==> config.mk <==
export PLATFORM = sky130hd
export DESIGN_NAME = audio_path_sequencer
export DESIGN_NICKNAME = d
export VERILOG_FILES = /design/src/rtl/audio_path_sequencer.sv
export SDC_FILE = /design/constraint.sdc
export NUM_CORES = 1
export LEC_CHECK = 0
export BUFFER_PORTS_ARGS = -buffer_cell sky130_fd_sc_hd__buf_2
export CAP_MARGIN = 40
export CORE_UTILIZATION = 62
export CTS_BUF_LIST = sky130_fd_sc_hd__clkbuf_16
export DETAILED_ROUTE_END_ITERATION = 8
export GPL_TIMING_DRIVEN = 0
export HOLD_SLACK_MARGIN = 0.02
export PLACE_DENSITY = 0.87
export SLEW_MARGIN = 20
export SYNTH_ARGS = -nofsm -noshare
export SYNTH_HDL_FRONTEND = slang
export SYNTH_SLANG_ARGS = --single-unit
==> constraint.sdc <==
create_clock -name CLOCK_50 -period 3.3 [get_ports CLOCK_50]
set_input_delay 0.165 -clock CLOCK_50 [delete_from_list [all_inputs] [get_ports CLOCK_50]]
set_output_delay 0.165 -clock CLOCK_50 [all_outputs]
set_load 0.03 [all_outputs]
==> src/rtl/audio_path_sequencer.sv <==
// Sequences codec FIFO samples through a saturating power-of-two gain stage.
// Define PEAK_HOLD_EN for a decaying peak-hold meter; otherwise the meter shows the last sample.
module audio_path_sequencer #(
    parameter int TIMEOUT_CYCLES = 4096,
    parameter int DECAY_SAMPLES  = 256,
    parameter int DROP_W         = 16
) (
    input  logic              CLOCK_50,
    input  logic              resetn,
    input  logic              enable,
    input  logic [2:0]        gain_shift,
    input  logic              audio_in_available,
    input  logic [31:0]       left_channel_audio_in,
    input  logic [31:0]       right_channel_audio_in,
    output logic              read_audio_in,
    input  logic              audio_out_allowed,
    output logic [31:0]       left_channel_audio_out,
    output logic [31:0]       right_channel_audio_out,
    output logic              write_audio_out,
    output logic [30:0]       peak_level,
    output logic [DROP_W-1:0] drop_count,
    output logic              busy
);

    localparam int TW = (TIMEOUT_CYCLES > 1) ? $clog2(TIMEOUT_CYCLES) : 1;
    localparam logic [TW-1:0] T_LAST = TW'(TIMEOUT_CYCLES - 1);

    typedef enum logic [1:0] {
        IDLE,
        CAPTURE,
        WAIT_OUT,
        WRITE
    } state_t;

    state_t state, state_next;

    logic [31:0]   in_l;
    logic [31:0]   in_r;
    logic [2:0]    gain;
    logic [TW-1:0] t_cnt;
    logic          drop;
    logic [30:0]   abs_l;

    function automatic logic [31:0] sat_shl(input logic [31:0] x,
                                            input logic [2:0]  g);
        logic [39:0] w;
        w = {{8{x[31]}}, x} << g;
        // Bits above the result sign must all match it, else clamp
        if (w[39:31] == 9'h000 || w[39:31] == 9'h1FF)
            return w[31:0];
        return x[31] ? 32'h8000_0000 : 32'h7FFF_FFFF;
    endfunction

    function automatic logic [30:0] mag(input logic [31:0] x);
        logic [31:0] n;
        if (x == 32'h8000_0000)
            return 31'h7FFF_FFFF;
        n = x[31] ? (~x + 32'd1) : x;
        return n[30:0];
    endfunction

    assign abs_l = mag(left_channel_audio_out);

    always_comb begin
        state_next = state;
        drop       = 1'b0;
        unique case (state)
            IDLE: begin
                if (audio_in_available)
                    state_next = CAPTURE;
            end
            CAPTURE: begin
                state_next = enable ? WAIT_OUT : IDLE;
            end
            WAIT_OUT: begin
                if (audio_out_allowed) begin
                    state_next = WRITE;
                end else if (t_cnt == T_LAST) begin
                    drop       = 1'b1;
                    state_next = IDLE;
                end
            end
            WRITE: begin
                state_next = IDLE;
            end
            default: state_next = IDLE;
        endcase
    end

    always_ff @(posedge CLOCK_50 or negedge resetn) begin
        if (!resetn) begin
            state                   <= IDLE;
            read_audio_in           <= 1'b0;
            write_audio_out         <= 1'b0;
            busy                    <= 1'b0;
            in_l                    <= '0;
            in_r                    <= '0;
            gain                    <= '0;
            t_cnt                   <= '0;
            left_channel_audio_out  <= '0;
            right_channel_audio_out <= '0;
            drop_count              <= '0;
        end else begin
            state           <= state_next;
            // Strobes are registered from the next state so they align with it
            read_audio_in   <= (state_next == CAPTURE);
            write_audio_out <= (state_next == WRITE);
            busy            <= (state_next != IDLE);
            unique case (state)
                IDLE: begin
                    if (audio_in_available) begin
                        in_l <= left_channel_audio_in;
                        in_r <= right_channel_audio_in;
                        gain <= gain_shift;
                    end
                end
                CAPTURE: begin
                    left_channel_audio_out  <= sat_shl(in_l, gain);
                    right_channel_audio_out <= sat_shl(in_r, gain);
                    t_cnt                   <= '0;
                end
                WAIT_OUT: begin
                    if (!audio_out_allowed && !drop)
                        t_cnt <= t_cnt + TW'(1);
                end
                default: ;
            endcase
            if (drop && drop_count != '1)
                drop_count <= drop_count + DROP_W'(1);
        end
    end

`ifdef PEAK_HOLD_EN
    localparam int DW = (DECAY_SAMPLES > 1) ? $clog2(DECAY_SAMPLES) : 1;
    localparam logic [DW-1:0] D_LAST = DW'(DECAY_SAMPLES - 1);

    logic [DW-1:0] d_cnt;
    logic [30:0]   peak_base;

    assign peak_base = (d_cnt == D_LAST) ? (peak_level >> 1) : peak_level;

    always_ff @(posedge CLOCK_50 or negedge resetn) begin
        if (!resetn) begin
            peak_level <= '0;
            d_cnt      <= '0;
        end else if (state == WRITE) begin
            peak_level <= (abs_l > peak_base) ? abs_l : peak_base;
            d_cnt      <= (d_cnt == D_LAST) ? '0 : d_cnt + DW'(1);
        end
    end
`else
    logic unused_decay;
    assign unused_decay = ^DECAY_SAMPLES;

    always_ff @(posedge CLOCK_50 or negedge resetn) begin
        if (!resetn)
            peak_level <= '0;
        else if (state == WRITE)
            peak_level <= abs_l;
    end
`endif

endmodule

==> results.yml, run 1 <==
timing:
  maxSlewHeadroom_pct: 46.0
  setup_violations: 0
  slew_violations: 0
  rsz0062_at_grt: "no"
  clock.fmax_ghz: 0.333
  clock_skew_ns: 0.0131
  worst_slew_pin_slew_ns: 0.810
  hold_viol: 0
  fin_hold_ws_ns: 0.0568
  min_period_ns: 3.00
  fin_crit_sh_pct: 90.9
cts:
  postCtsHoldBufs: 69
  htree_levels: 4
  cts_root_buf: "clkbuf_16"
  clock-sinks: 195
  clock_path_buffers: 2
  cts_resized: 0
  cts_tree: "built"
  numCtsBuffers: 17
  post_cts_buffers: 0
  path_clk_slew_ns: 0.07
  clock_latency_ns: 0.44
drt:
  viasPerCell: 6.09
  wl_per_cell_um: 19.1
  firstDrtPassIters: 5
  route.detailed.drc: 0
  via_count: 10119
  drt_iter0_drc: 895
  postRouteWirelength_um: 31700
  antenna_left: 0
place:
  hpwl_um: 21100
  place_congestion: 0.957
  portBuffers: 185
  dp_cells: 1560
synthesis:
  yosysTopAreaCell: "dfrtp_1"
  synth.top_cell.area_share_pct: 44.3
  synth_seq_cells: 195
  seq_area_frac_synth_pct: 44.3
  ys_types: 67
  synth.area.top_cells: "dfrtp_1, mux2_2, nand2_1"
  synth_flop_cell: "dfrtp_1"
  ys_warn_count: 0
  synth_cells: 1149
  async_flop_share_pct: 100
  syn_area_mm2: 0.0110
  synth_edf_count: 0
  synth_nets: 1224
  avgSynthCellArea_um2: 9.59
floorplanning:
  dieArea_mm2: 0.0183
  die_h_um: 135
  start_util_pct: 63.5
  coreArea_mm2: 0.0174
  fp.dieW_um: 135
  fp-row-count: 48
  ios: 186
global_route:
  grt_antenna_before_repair: 0
  grt.total_usage_pct: 35.4
  grt.overflow.total: 0
  grt_pass1_vias: 9915
  grt_pass1_wl_um: 49900
  grt_max_degree: 105
cells_and_area:
  utilization_pct: 77.8
  synthToLayoutAreaGrowth_pct: 22.5
  layout.cells.non_filler: 1661
  drive_gt1_share_pct: 25.6
  n_antenna_cell: 0
  num-nets-final: 1498
run:
  cap_violations: 0
min_path:
  hp-class: "in2reg"
  min-delay-start: "audio_out_allowed"
pwr:
  leakage_nw: 5.91
  p_per_area_mw_per_mm2: 1130
  power.total_mw: 15.2
  vdd_drop_max_uv: 649
critical_path:
  worstSetupStartpointType: "flop"
  critPathRequiredTime_ns: 3.62
  worst-setup-path-type: "reg2reg"
  crit_start: "state[0]"
  end_kind: "flop"
  r2r-start: "state[0]"
  cp_max_fo: 10
  critical_path_arrival_ns: 3.32
outcome:
  run_status: "completed"
==> logic make-up after synthesis <==
family / Yosys count / share of synthesized area (%)
and+or+nand+nor: 419 / 16.6
AOI/OAI and AO/OA: 235 / 13.2
DFF: 195 / 44.3
muxes: 158 / 17.8
buffers and inverters: 91 / 3.95
xor gates and xnor gates: 48 / 3.81
adders and majority gates: 3 / 0.341
==> flip-flops by register name, indices dropped and copies added, names as in the netlist <==
register,flops
t_cnt,12
busy,1
drop_count,16
right_channel_audio_out,32
gain,3
read_audio_in,1
write_audio_out,1
in_r,32
in_l,32
state,2
left_channel_audio_out,32
peak_level,31
==> report_power, final <==
group	total [mW]	switching, mW	internal, mW
Sequential	4.48	1.09	3.39
Combinational	8.77	5.41	3.36
Clock	1.97	0.985	0.986
==> metal layers <==
metal / track usage (%) / vias up / routed length (um)
met1: 44.9 / 4854 / 12600
met2: 58.0 / 553 / 15300
met4: 17.0 / 0 / 1250
li1: - / 4595 / -
met3: 7.11 / 117 / 2540
met5: 0 / - / 0
==> final timing paths <==
check / endpoint / slack, ns / cells past startpoint
worst max-delay path: in_l[23] / 0.30 / 5
worst min-delay path: write_audio_out / 0.06 / 2
worst max register to register: in_l[23] / 0.30 / 5
worst min register to register: right_channel_audio_out[31] / 0.48 / 1
max in group asynchronous: in_l[26] / 2.05 / 3
min in group asynchronous: peak_level[15] / 0.30 / 2
==> area by class of cell <==
class	count	area (um^2)
Fill cell	1153	3850
Tap cell	225	282
Timing Repair Buffer	255	1650
Inverter	12	45.0
Buffer	79	390
Clock buffer	17	425
Clock inverter	15	120
Sequential cell	195	4880
Multi-Input combinational cell	863	5710
==> cell usage in the layout, fill, tap and decap left out, drive strengths merged, types with 6 or more instances in the layout <==
cell         netlist  routed
a21oi            108     108
dfrtp            195     195
o31ai             12      12
and3               7       7
xor2              29      29
dlygate4sd3        0      69
nand2            186     186
buf               31     217
a21o               6       6
nor2             124     124
or4                6       6
o21ai             65      65
nor2b              8       8
and2               6       6
or2                6       6
nand4              8       8
clkbuf            48      65
mux4              24      24
mux2              67      67
xnor2             19      19
nand3             33      33
inv               11      20
nor3               8       8
mux2i             67      67
or3                8       8
==> through the flow <==
| step | instance area, um^2 | setup slack [ns] | setup TNS [ns] |
|---|---|---|---|
| finish | 13500 | 0.300 | 0 |
| floorplan | 11000 | 0.874 | 0 |
| global placement | 12200 | -0.967 | -185.77 |
| detailed placement | 12300 | 0.372 | 0 |
| global route | 13500 | 0.0871 | 0 |
| CTS | 13500 | 0.352 | 0 |
==> cell usage after synthesis (all sizes together), types with 4 or more instances <==
cell type	n
or4	6
xnor2	19
nand3	33
a21o	6
a21oi	108
nor2b	8
o21ai	65
nor2	124
or2	6
nand2b	5
o41ai	4
xor2	29
inv	11
mux2	67
mux4	24
dfrtp	195
nor3	8
or3	8
nand4	8
a21boi	5
and3	7
o31ai	12
mux2i	67
nand2	186
a31oi	4
and2	6
a211oi	4
clkbuf	48
nor4	5
buf	31
==> worst max-delay path, cell delays in order (launching register included) <==
cell      delay [ns]
dfrtp_1         0.41
clkbuf_1        0.24
nor3b_1         0.62
clkbuf_1        0.60
clkbuf_1        0.58
mux2_2          0.43
No activity file was read; power rests on OpenSTA's default activity.
==> run 2, diff against run 1 <==
--- a/config.mk
+++ b/config.mk
@@ -7,9 +7,11 @@
 export LEC_CHECK = 0
 export BUFFER_PORTS_ARGS = -buffer_cell sky130_fd_sc_hd__buf_2
 export CAP_MARGIN = 40
+export CORE_MARGIN = 8
 export CORE_UTILIZATION = 62
 export CTS_BUF_LIST = sky130_fd_sc_hd__clkbuf_16
 export DETAILED_ROUTE_END_ITERATION = 8
+export GPL_ROUTABILITY_DRIVEN = 0
 export GPL_TIMING_DRIVEN = 0
 export HOLD_SLACK_MARGIN = 0.02
 export PLACE_DENSITY = 0.87
==> results.yml, run 2 (synthesized netlist as in run 1, its figures left out) <==
cells_and_area:
  final_common_cell: "buf_2"
  num-nets-final: 1500
  ff_latch_area_mm2: 0.00488
  utilization_pct: 78.3
  layout.cells.non_filler: 1663
  synthToLayoutAreaGrowth_pct: 23.3
  drive_gt1_share_pct: 25.7
  multiInputGateArea_mm2: 0.00571
  final_cell_mix: "buf_2, dfrtp_1, nand2_1"
  n_antenna_cell: 0
  fin_area_mm2: 0.0136
  num-fill-cells: 1157
floorplanning:
  start_util_pct: 63.5
  dieArea_mm2: 0.0223
  fp.dieW_um: 149
  coreArea_mm2: 0.0174
  ios: 186
  fp-row-count: 48
  die_h_um: 149
pwr:
  p_switching_mw: 7.50
  power.total_mw: 15.4
  p_per_area_mw_per_mm2: 1130
  swShare_pct: 48.7
  vdd_drop_max_uv: 680
  leakage_nw: 5.94
  seqPwrFrac_pct: 29.1
  p_comb_share_pct: 57.1
  pwr-share-clk_pct: 13.8
  p_int_mw: 7.89
outcome:
  run_status: "completed"
place:
  place_ws_ns: 0.352
  dp_cells: 1561
  hpwl_um: 22500
  portBuffers: 185
  dpl-instance-area_mm2: 0.0123
cts:
  cts_root_buf: "clkbuf_16"
  clock_path_buffers: 2
  clock_latency_ns: 0.45
  cts_resized: 0
  cts_tree: "built"
  path_clk_slew_ns: 0.07
  clock-sinks: 195
  numCtsBuffers: 17
  htree_levels: 4
global_route:
  grt_antenna_before_repair: 0
  grt_pass1_wl_um: 52400
  grt.overflow.total: 0
  grt_max_degree: 84
  grt_pass1_vias: 10071
  grt.total_usage_pct: 29.5
timing:
  rsz0062_at_grt: "no"
  clock.fmax_ghz: 0.350
  setup_violations: 0
  maxSlewHeadroom_pct: 48.2
  clock_skew_ns: 0.00997
  slew_violations: 0
  setup_tns_ns: 0
  worst_slew_pin_slew_ns: 0.777
  fin_ws_ns: 0.440
  fin_hold_ws_ns: 0.0660
  hold_viol: 0
  fin_crit_sh_pct: 86.7
  min_period_ns: 2.86
run:
  cap_violations: 0
critical_path:
  worst-setup-path-type: "reg2reg"
  end_kind: "flop"
  critPathRequiredTime_ns: 3.65
  worstSetupStartpointType: "flop"
  critical_path_arrival_ns: 3.21
  cp_max_fo: 10
drt:
  drt_iter0_drc: 929
  viasPerCell: 6.06
  antenna_left: 0
  wl_per_cell_um: 19.7
  firstDrtPassIters: 6
  via_count: 10078
  route.detailed.drc: 0
  postRouteWirelength_um: 32700
min_path:
  hp-class: "in2reg"
==> run 2: final timing paths <==
kind / startpoint / depth (start not counted) / slack [ns] / end
max in group asynchronous: resetn / 3 / 2.36 / left_channel_audio_out[14]
min reg2reg: drop_count[10] / 1 / 0.49 / drop_count[10]
max: gain[2] / 8 / 0.44 / right_channel_audio_out[8]
min in group asynchronous: resetn / 2 / 0.21 / right_channel_audio_out[17]
max reg2reg: gain[2] / 8 / 0.44 / right_channel_audio_out[8]
min: audio_out_allowed / 2 / 0.07 / write_audio_out
==> run 2: area by class of cell <==
class | instances | area share, %
buffer | 79 | 2.87
clock buffer | 17 | 3.13
clock inverter | 15 | 1.26
inverter | 12 | 0.331
multi-input combinational | 863 | 42.0
sequential | 195 | 35.9
tap | 225 | 2.07
timing repair buffer | 257 | 12.4
==> run 2: routing by layer <==
| layer | global-route usage (%) | up-vias | wire (um) |
|---|---|---|---|
| met1 | 37.0 | 4792 | 12700 |
| met5 | 0 | - | 0 |
| met4 | 12.1 | 0 | 1100 |
| met2 | 48.4 | 579 | 15800 |
| met3 | 6.95 | 104 | 3080 |
| li1 | - | 4603 | - |
==> run 2: power by group through the flow <==
stage	Combinational (mW)	Clock (mW)	Sequential, mW
floorplan	5.37	0	5.18
finish	8.79	2.12	4.48
global route	9.46	2.23	4.60
detailed placement	8.47	0	4.42
CTS	8.62	2.13	4.40
global placement	8.23	0	4.36
==> run 2: critical path, stage by stage, from the launching register on <==
cell and delay [ns]:
dfrtp_1 0.43, clkbuf_1 0.43, clkbuf_1 0.45, clkbuf_1 0.46, clkbuf_1 0.44, nand2_1 0.10, nand2_1 0.08, o21ai_0 0.12
a21oi_1 0.24
==> run 2: what timing repair did <==
| action | 4_1_cts | 5_1_grt |
|---|---|---|
| hold buffers | 69 | 0 |
| hold endpoints to repair | 128 | 0 |
| setup buffers | 0 | 0 |
==> run 3, diff against run 2 <==
--- a/config.mk
+++ b/config.mk
@@ -7,14 +7,15 @@
 export LEC_CHECK = 0
 export BUFFER_PORTS_ARGS = -buffer_cell sky130_fd_sc_hd__buf_2
 export CAP_MARGIN = 40
+export CELL_PAD_IN_SITES_DETAIL_PLACEMENT = 1
+export CELL_PAD_IN_SITES_GLOBAL_PLACEMENT = 2
 export CORE_MARGIN = 8
-export CORE_UTILIZATION = 62
-export CTS_BUF_LIST = sky130_fd_sc_hd__clkbuf_16
+export CORE_UTILIZATION = 38
 export DETAILED_ROUTE_END_ITERATION = 8
 export GPL_ROUTABILITY_DRIVEN = 0
 export GPL_TIMING_DRIVEN = 0
 export HOLD_SLACK_MARGIN = 0.02
-export PLACE_DENSITY = 0.87
+export PLACE_DENSITY_LB_ADDON = 0.1
 export SLEW_MARGIN = 20
 export SYNTH_ARGS = -nofsm -noshare
 export SYNTH_HDL_FRONTEND = slang
==> results.yml, run 3 (synthesized netlist as in run 1, its figures left out) <==
global_route:
  grt.total_usage_pct: 20.9
  grt_pass1_vias: 10288
  grt_antenna_before_repair: 0
  grt_pass1_wl_um: 59100
  grt.overflow.total: 0
  grt_max_degree: 81
floorplanning:
  coreArea_mm2: 0.0286
  start_util_pct: 38.5
  fp-row-count: 62
  die_h_um: 186
  fp.dieW_um: 186
  ios: 186
  dieArea_mm2: 0.0347
min_path:
  hp-class: "in2reg"
timing:
  rsz0062_at_grt: "no"
  clock_skew_ns: 0.0129
  slew_violations: 0
  hold_viol: 0
  maxSlewHeadroom_pct: 45.0
  fin_hold_ws_ns: 0.0398
  min_period_ns: 3.09
  fin_crit_sh_pct: 93.7
  worst_slew_pin_slew_ns: 0.825
  setup_violations: 0
  clock.fmax_ghz: 0.323
cells_and_area:
  num-nets-final: 1501
  n_antenna_cell: 0
  ff_latch_area_mm2: 0.00488
  num-fill-cells: 3337
  final_cell_mix: "buf_2, dfrtp_1, nand2_1"
  drive_gt1_share_pct: 25.9
  final_common_cell: "buf_2"
  synthToLayoutAreaGrowth_pct: 25.4
  layout.cells.non_filler: 1823
  multiInputGateArea_mm2: 0.00571
cts:
  numCtsBuffers: 17
  path_clk_slew_ns: 0.08
  cts_root_buf: "clkbuf_16"
  clock_path_buffers: 2
  clock_latency_ns: 0.45
  cts_tree: "built"
  post_cts_buffers: 0
  htree_levels: 4
  clock-sinks: 195
drt:
  drt_iter0_drc: 530
  viasPerCell: 5.25
  route.detailed.drc: 0
  antenna_left: 0
  postRouteWirelength_um: 36100
  via_count: 9563
  wl_per_cell_um: 19.8
  firstDrtPassIters: 5
critical_path:
  worst-setup-path-type: "reg2reg"
  critPathRequiredTime_ns: 3.67
  cp_max_fo: 10
  end_kind: "flop"
  worstSetupStartpointType: "flop"
  critical_path_arrival_ns: 3.46
pwr:
  p_per_area_mw_per_mm2: 1120
  power.total_mw: 15.5
  vdd_drop_max_uv: 451
  leakage_nw: 5.96
place:
  portBuffers: 185
  dp_cells: 1721
  hpwl_um: 27000
outcome:
  run_status: "completed"
run:
  cap_violations: 0
[run 3: cell count changes in the layout (fill, tap and decap cells not counted), sizes merged]
cell / previous run / this run
clkinvlp: 3 / 1
clkinv: 5 / 7
clkbuf: 66 / 65
buf: 218 / 220
[run 3: area by class of cell]
type                            count  area share (%)
Buffer                             79            2.82
Inverter                           12           0.326
Multi-Input combinational cell    863            41.3
Clock buffer                       17            3.08
Tap cell                          384            3.48
Clock inverter                     15            1.42
Timing Repair Buffer              258            12.3
Sequential cell                   195            35.3
[run 3: what timing repair did]
action / 4_1_cts / 5_1_grt
resized for setup: 0 / 0
setup endpoints to repair: 0 / 0
hold buffers: 69 / 0
hold endpoints to repair: 124 / 0
[run 3: worst paths after layout]
| kind | start | to | slack, ns | cells past startpoint |
|---|---|---|---|---|
| max in group asynchronous | resetn | peak_level[26] | 2.01 | 4 |
| min in group asynchronous | resetn | right_channel_audio_out[17] | 0.21 | 2 |
| max | gain[2] | right_channel_audio_out[26] | 0.21 | 8 |
| min reg2reg | drop_count[15] | drop_count[15] | 0.48 | 1 |
| max reg2reg | gain[2] | right_channel_audio_out[26] | 0.21 | 8 |
| min | audio_out_allowed | write_audio_out | 0.04 | 2 |
[run 3: worst max-delay path, cell delays in order (launching register included)]
cell	delay, ns
dfrtp_1	0.44
clkbuf_1	0.43
clkbuf_1	0.54
clkbuf_1	0.57
clkbuf_1	0.51
nand2_1	0.14
nand2_1	0.10
o21ai_0	0.09
a21oi_1	0.19
[run 3: power by group]
group | leakage, nW | switching [mW] | total [mW] | internal [mW]
sequential | 2.25 | 1.06 | 4.45 | 3.39
clock | 0.303 | 1.06 | 2.22 | 1.16
combinational | 3.40 | 5.48 | 8.85 | 3.37
total | 5.96 | 7.60 | 15.5 | 7.92
[run 3: routing by layer]
layer / part of all wire (%) / wire length (um) / track usage, %
met1: 50 / 18000 / 29.6
met2: 45 / 16300 / 32.8
met3: 3.8 / 1360 / 3.71
met4: 1.3 / 452 / 4.86
met5: 0 / 0 / 0
[run 3: per-stage QoR]
step / utilization, % / instance area [um^2] / TNS, ns / setup WS, ns
2_1_floorplan: - / 11000 / 0 / 0.874
3_3_place_gp: 43.4 / 12400 / -251.20 / -1.32
3_5_place_dp: 43.7 / 12500 / 0 / 0.191
4_1_cts: 48.3 / 13800 / 0 / 0.153
5_1_grt: 48.3 / 13800 / 0 / 0.0393
6_report: 48.3 / 13800 / 0 / 0.209
